`src/rtl/simon_round_controller.sv`:
```
// Simon Says round sequencer: fills an arrow sequence from an LFSR, replays a growing prefix,
// then checks the player's presses. Optional SIMON_TIMEOUT_EN adds a WAIT_IN press timeout.
//
// Ports:
//   clock, resetn (async, active-low)
//   start, seed          - begin a new game, LFSR seed
//   btn_valid, btn_dir   - player press
//   show_valid, show_dir - arrow display
//   await_input          - waiting for presses
//   level                - current round length
//   win, lose            - game result flags
module simon_round_controller #(
    parameter int SEQ_LEN       = 4,
    parameter int STEP_TICKS    = 8,
    parameter int GAP_TICKS     = 2,
    parameter int TIMEOUT_TICKS = 64
) (
    input  logic       clock,
    input  logic       resetn,
    input  logic       start,
    input  logic [7:0] seed,
    input  logic       btn_valid,
    input  logic [1:0] btn_dir,
    output logic       show_valid,
    output logic [1:0] show_dir,
    output logic       await_input,
    output logic [3:0] level,
    output logic       win,
    output logic       lose
);

    localparam int IW   = (SEQ_LEN > 1) ? $clog2(SEQ_LEN) : 1;
    localparam int M1   = (STEP_TICKS > GAP_TICKS) ? STEP_TICKS : GAP_TICKS;
    localparam int MAXT = (M1 > TIMEOUT_TICKS) ? M1 : TIMEOUT_TICKS;
    localparam int TW   = $clog2(MAXT + 1);

    localparam logic [TW-1:0] STEP_LAST = TW'(STEP_TICKS - 1);
    localparam logic [TW-1:0] GAP_LAST  = TW'(GAP_TICKS - 1);
    localparam logic [IW-1:0] IDX_LAST  = IW'(SEQ_LEN - 1);
    localparam logic [3:0]    LVL_MAX   = 4'(SEQ_LEN);

    typedef enum logic [2:0] {
        S_IDLE,
        S_LOAD,
        S_SHOW_ON,
        S_SHOW_GAP,
        S_WAIT_IN,
        S_WIN,
        S_LOSE
    } state_t;

    state_t          state_q, state_d;
    logic [7:0]      lfsr_q;
    logic [7:0]      lfsr_nxt;
    logic [1:0]      seq_q [SEQ_LEN];
    logic [IW-1:0]   idx_q;
    logic [3:0]      level_q;
    logic [TW-1:0]   tick_q;
    logic [1:0]      cur_dir;
    logic            last_idx;
    logic            hit;
    logic            idle_grp;
    logic            tmo_hit;

    assign lfsr_nxt = {lfsr_q[6:0], lfsr_q[7] ^ lfsr_q[5] ^ lfsr_q[4] ^ lfsr_q[3]};
    assign cur_dir  = seq_q[idx_q];
    assign last_idx = (4'(idx_q) == (level_q - 4'd1));
    assign hit      = (btn_dir == cur_dir);
    assign idle_grp = (state_q == S_IDLE) || (state_q == S_WIN) || (state_q == S_LOSE);

`ifdef SIMON_TIMEOUT_EN
    localparam logic [TW-1:0] TMO_LAST = TW'(TIMEOUT_TICKS - 1);
    assign tmo_hit = (tick_q == TMO_LAST);
`else
    assign tmo_hit = 1'b0;
`endif

    always_comb begin
        state_d = state_q;
        unique case (state_q)
            S_IDLE, S_WIN, S_LOSE: if (start) state_d = S_LOAD;
            S_LOAD:     if (idx_q == IDX_LAST) state_d = S_SHOW_ON;
            S_SHOW_ON:  if (tick_q == STEP_LAST) state_d = S_SHOW_GAP;
            S_SHOW_GAP: begin
                if (tick_q == GAP_LAST)
                    state_d = last_idx ? S_WAIT_IN : S_SHOW_ON;
            end
            S_WAIT_IN: begin
                if (btn_valid) begin
                    if (!hit)
                        state_d = S_LOSE;
                    else if (last_idx)
                        state_d = (level_q == LVL_MAX) ? S_WIN : S_SHOW_ON;
                end else if (tmo_hit) begin
                    state_d = S_LOSE;
                end
            end
            default: state_d = S_IDLE;
        endcase
    end

    always_ff @(posedge clock or negedge resetn) begin
        if (!resetn) begin
            state_q <= S_IDLE;
            lfsr_q  <= 8'h01;
            idx_q   <= '0;
            level_q <= 4'd0;
            tick_q  <= '0;
            for (int i = 0; i < SEQ_LEN; i++) seq_q[i] <= 2'b00;
        end else begin
            state_q <= state_d;
            if (idle_grp) begin
                if (start) begin
                    lfsr_q  <= (seed == 8'h00) ? 8'h01 : seed;
                    level_q <= 4'd1;
                    idx_q   <= '0;
                    tick_q  <= '0;
                end
            end else begin
                unique case (state_q)
                    S_LOAD: begin
                        seq_q[idx_q] <= lfsr_q[1:0];
                        lfsr_q       <= lfsr_nxt;
                        idx_q        <= (idx_q == IDX_LAST) ? '0 : idx_q + IW'(1);
                    end
                    S_SHOW_ON: begin
                        tick_q <= (tick_q == STEP_LAST) ? '0 : tick_q + TW'(1);
                    end
                    S_SHOW_GAP: begin
                        if (tick_q == GAP_LAST) begin
                            tick_q <= '0;
                            idx_q  <= last_idx ? '0 : idx_q + IW'(1);
                        end else begin
                            tick_q <= tick_q + TW'(1);
                        end
                    end
                    S_WAIT_IN: begin
                        if (btn_valid) begin
                            tick_q <= '0;
                            if (hit) begin
                                if (!last_idx) begin
                                    idx_q <= idx_q + IW'(1);
                                end else if (level_q != LVL_MAX) begin
                                    level_q <= level_q + 4'd1;
                                    idx_q   <= '0;
                                end
                            end
                        end else begin
`ifdef SIMON_TIMEOUT_EN
                            tick_q <= tick_q + TW'(1);
`else
                            tick_q <= '0;
`endif
                        end
                    end
                    default: ;
                endcase
            end
        end
    end

    assign show_valid  = (state_q == S_SHOW_ON);
    assign show_dir    = show_valid ? cur_dir : 2'b00;
    assign await_input = (state_q == S_WAIT_IN);
    assign level       = level_q;
    assign win         = (state_q == S_WIN);
    assign lose        = (state_q == S_LOSE);

endmodule

```
`config.mk`:
```
export PLATFORM = sky130hd
export DESIGN_NAME = simon_round_controller
export DESIGN_NICKNAME = d
export VERILOG_FILES = /design/src/rtl/simon_round_controller.sv
export SDC_FILE = /design/constraint.sdc
export NUM_CORES = 1
export LEC_CHECK = 0
export ABC_AREA = 0
export CORE_UTILIZATION = 60
export CTS_BUF_LIST = sky130_fd_sc_hd__clkbuf_2 sky130_fd_sc_hd__clkbuf_4 sky130_fd_sc_hd__clkbuf_8
export DETAILED_ROUTE_END_ITERATION = 7
export DONT_BUFFER_PORTS = 1
export PLACE_DENSITY = 0.76
export SLEW_MARGIN = 20
export SYNTH_ARGS = -nofsm -noshare
export SYNTH_HDL_FRONTEND = slang
export SYNTH_SLANG_ARGS = --single-unit
```
`constraint.sdc`:
```
create_clock -name clock -period 3.4 [get_ports clock]
set_clock_uncertainty 0.2 [all_clocks]
set_input_delay 0.68 -clock clock [delete_from_list [all_inputs] [get_ports clock]]
set_output_delay 0.68 -clock clock [all_outputs]
set_load 0.01 [all_outputs]
```
==> run metrics <==
final design utilization 0.668; n_diodes 0; PwrDens roughly 570 nW/um2; clock sinks 32; Area Growth Syn to Fin 4.95%; Starting Density 0.636; detailed-route DRC error count 0; Slew Limit Fails 0; share of synthesized area spent on multiplexers 0.120; Slew @ Worst Pin 1.03 ns; H-tree depth 2; main combinational cell family by area after synthesis simple AND/OR/NAND/NOR gates; Placed Cells 260; Buf/Inv on CP 2; FP Rows 21; placer congestion estimate 0.920; r2r worst-path depth 8; Peak VDD IR approximately 390 uV; Total GRT Usage 0.262; DRT Pass-1 Iters 4; Tcrit/Tclk final 0.812; die span in x 62.2 um; number of global-route vias before repair approximately 1700; area of the mapped netlist approximately 2200 um2; Setup Fix Bufs, Post-CTS 0; Avg Inst Size Synth 9.83 um2; Synth Instances 221; Iteration-0 DRC Markers 175; core area 3420 um2; via count around 1700; Die Y 62.2 um; synthesized flop and latch total 32; final antenna-violating net count 0; register area share after synthesis 0.369; Tmin final 2.76 ns; Clock transition at path regs ~0.1 ns; worst path cell trace inv_2 > fa_1 > o21ba_1 > a211oi_1 > buf_4 > nor3_1 > a21o_1 > a22o_1; CTS Hold Bufs 2; critical path endpoint category flop; nets 246; global-route wire length before repair 7.87 mm; Detailed Place HPWL 3.43 mm; CP arrival 2.79 ns; post-layout instance count excluding filler cells 270; setup_tns 0 ns; Mapped Nets 244; origin of the worst setup path state_q[1]; crit path max fanout 17; DIE AREA between 3000 and 4000 um2; worst hold-check path type reg2reg; Setup-failing EPs final 0; Post-synth EDFFs 0; Post-synth ARST share 1.00; most common cell after layout, fill and taps aside dfrtp_1; Clock Latency Late Sink 0.34 ns; TritonCTS Buffers 5; # port buffers 0; reg-to-reg endpoint tick_q[4]; synth unique cells 61; Critical Path End tick_q[4]; predominant post-synthesis flop cell dfrtp_1; design area 2280 um2; initial antenna violation count 0; most frequent cells in the layout dfrtp_1, nand2_1, o21ai_1; share of post-route cells with drive strength above 1 0.143; WS Path Type reg2reg; CTS tree yes; CP startpoint kind flop; instance count on the critical path 8; placed instance area 2170 um2; xor/xnor cell area share of the yosys netlist 0.0391; yosys warns 0; Final Hold Fails 0; R2R Setup Slk 0.64 ns; Worst path max stage delay 0.66 ns; r2r startpoint state_q[1]; static leakage between 1 and 1.5 nW; Worst path top cell family by delay compound AO/OA/AOI/OAI gates; CTS max path bufs 2; total congestion overflow 0; largest net degree at the start of global routing 33; CP max stage cell dfrtp_1; post_cts resized 0; number of I/O pins 24; drt wl/cell 17.1 um; fmax roughly 360 MHz; Max Cap Viol 0; Post-Synth Simple-Gate Area 0.184; Clock Tree Root clkbuf_4; Post-Synth Adder-Cell Area 0.0553; drt total wl 4.62 mm; CP Data Required Time around 3.4 ns; post-synthesis compound-gate area fraction 0.172; WHS 0.300 ns; Slew headroom 0.314; unrepaired setup endpoints after global routing no; status finished, final reports clean; DR vias/cell around 6.3
## Yosys cell counts (all sizes together), types with 3 or more instances
| cell | count | area (um2) |
|---|---|---|
| dfrtp | 31 | 776 |
| nand2 | 24 | 100 |
| o21ai | 17 | 85.1 |
| inv | 13 | 48.8 |
| a21oi | 10 | 50.1 |
| mux2 | 10 | 113 |
| mux2i | 10 | 104 |
| nor2 | 10 | 37.5 |
| buf | 9 | 78.8 |
| ha | 8 | 100 |
| and2 | 6 | 42.5 |
| nand3 | 6 | 30.0 |
| xnor2 | 6 | 67.6 |
| nor3 | 5 | 25.0 |
| o22ai | 4 | 25.0 |
| a221oi | 3 | 26.3 |
| and3 | 3 | 23.8 |
| nand3b | 3 | 22.5 |
| o31ai | 3 | 27.5 |
## worst min-delay path, stage by stage (launching register included)
cell and delay, ns:
dfrtp_1 0.35, nand2_1 0.05, o21ai_1 0.07
## layer usage
layer	global-route usage	up-vias	routed length [um]	part of all wire
met5	0	-	0	0
met4	0.0959	0	72	0.016
met3	0.0588	10	194	0.042
met2	0.456	44	2360	0.51
met1	0.317	836	1990	0.43
li1	-	800	-	-
## per-stage QoR
| step | power (mW) | worst slack (ns) |
|---|---|---|
| finish | 1.29 | 0.639 |
| detailed placement | 0.984 | 0.701 |
| global route | 1.39 | 0.440 |
| floorplan | 0.889 | 0.989 |
| global placement | 0.957 | 0.765 |
| CTS | 1.30 | 0.643 |
## worst min-delay path by stage
stage                     slack (ns)  cells after the start      start         to
final                           0.30                      2  lfsr_q[2]  lfsr_q[2]
after global routing            0.31                      2    seed[5]  lfsr_q[5]
after CTS                       0.30                      2  lfsr_q[2]  lfsr_q[2]
after detailed placement        0.19                      0     resetn   level[3]
after global placement          0.19                      0     resetn   level[3]
after floorplan                 0.18                      0     resetn   idx_q[0]
## final cells by class
type,count,area (um2)
clock buffer,6,45.0
fill,275,1130
timing repair buffer,5,52.6
inverter,13,48.8
sequential,32,802
tap,46,57.6
clock inverter,2,35.0
multi-input combinational,166,1240
## report_power, final
part | internal [mW] | switching (mW)
Clock | 0.162 | 0.135
Combinational | 0.220 | 0.268
Sequential | 0.422 | 0.0838
## logic make-up after synthesis
| group | after synthesis |
|---|---|
| AO/OA/AOI/OAI | 56 |
| buffers and inverters | 23 |
| flip-flops | 32 |
| adder cells (fa/ha/maj) | 9 |
| AND/OR/NAND/NOR | 71 |
| multiplexers | 22 |
| XOR/XNOR | 8 |
## sequential cells by signal, indices dropped and copies added, names as in the netlist
| register | flops |
|---|---|
| idx_q | 2 |
| level | 4 |
| lfsr_q | 8 |
| seq_q | 8 |
| state_q | 3 |
| tick_q | 7 |
No activity file was read; power rests on OpenSTA's default activity.
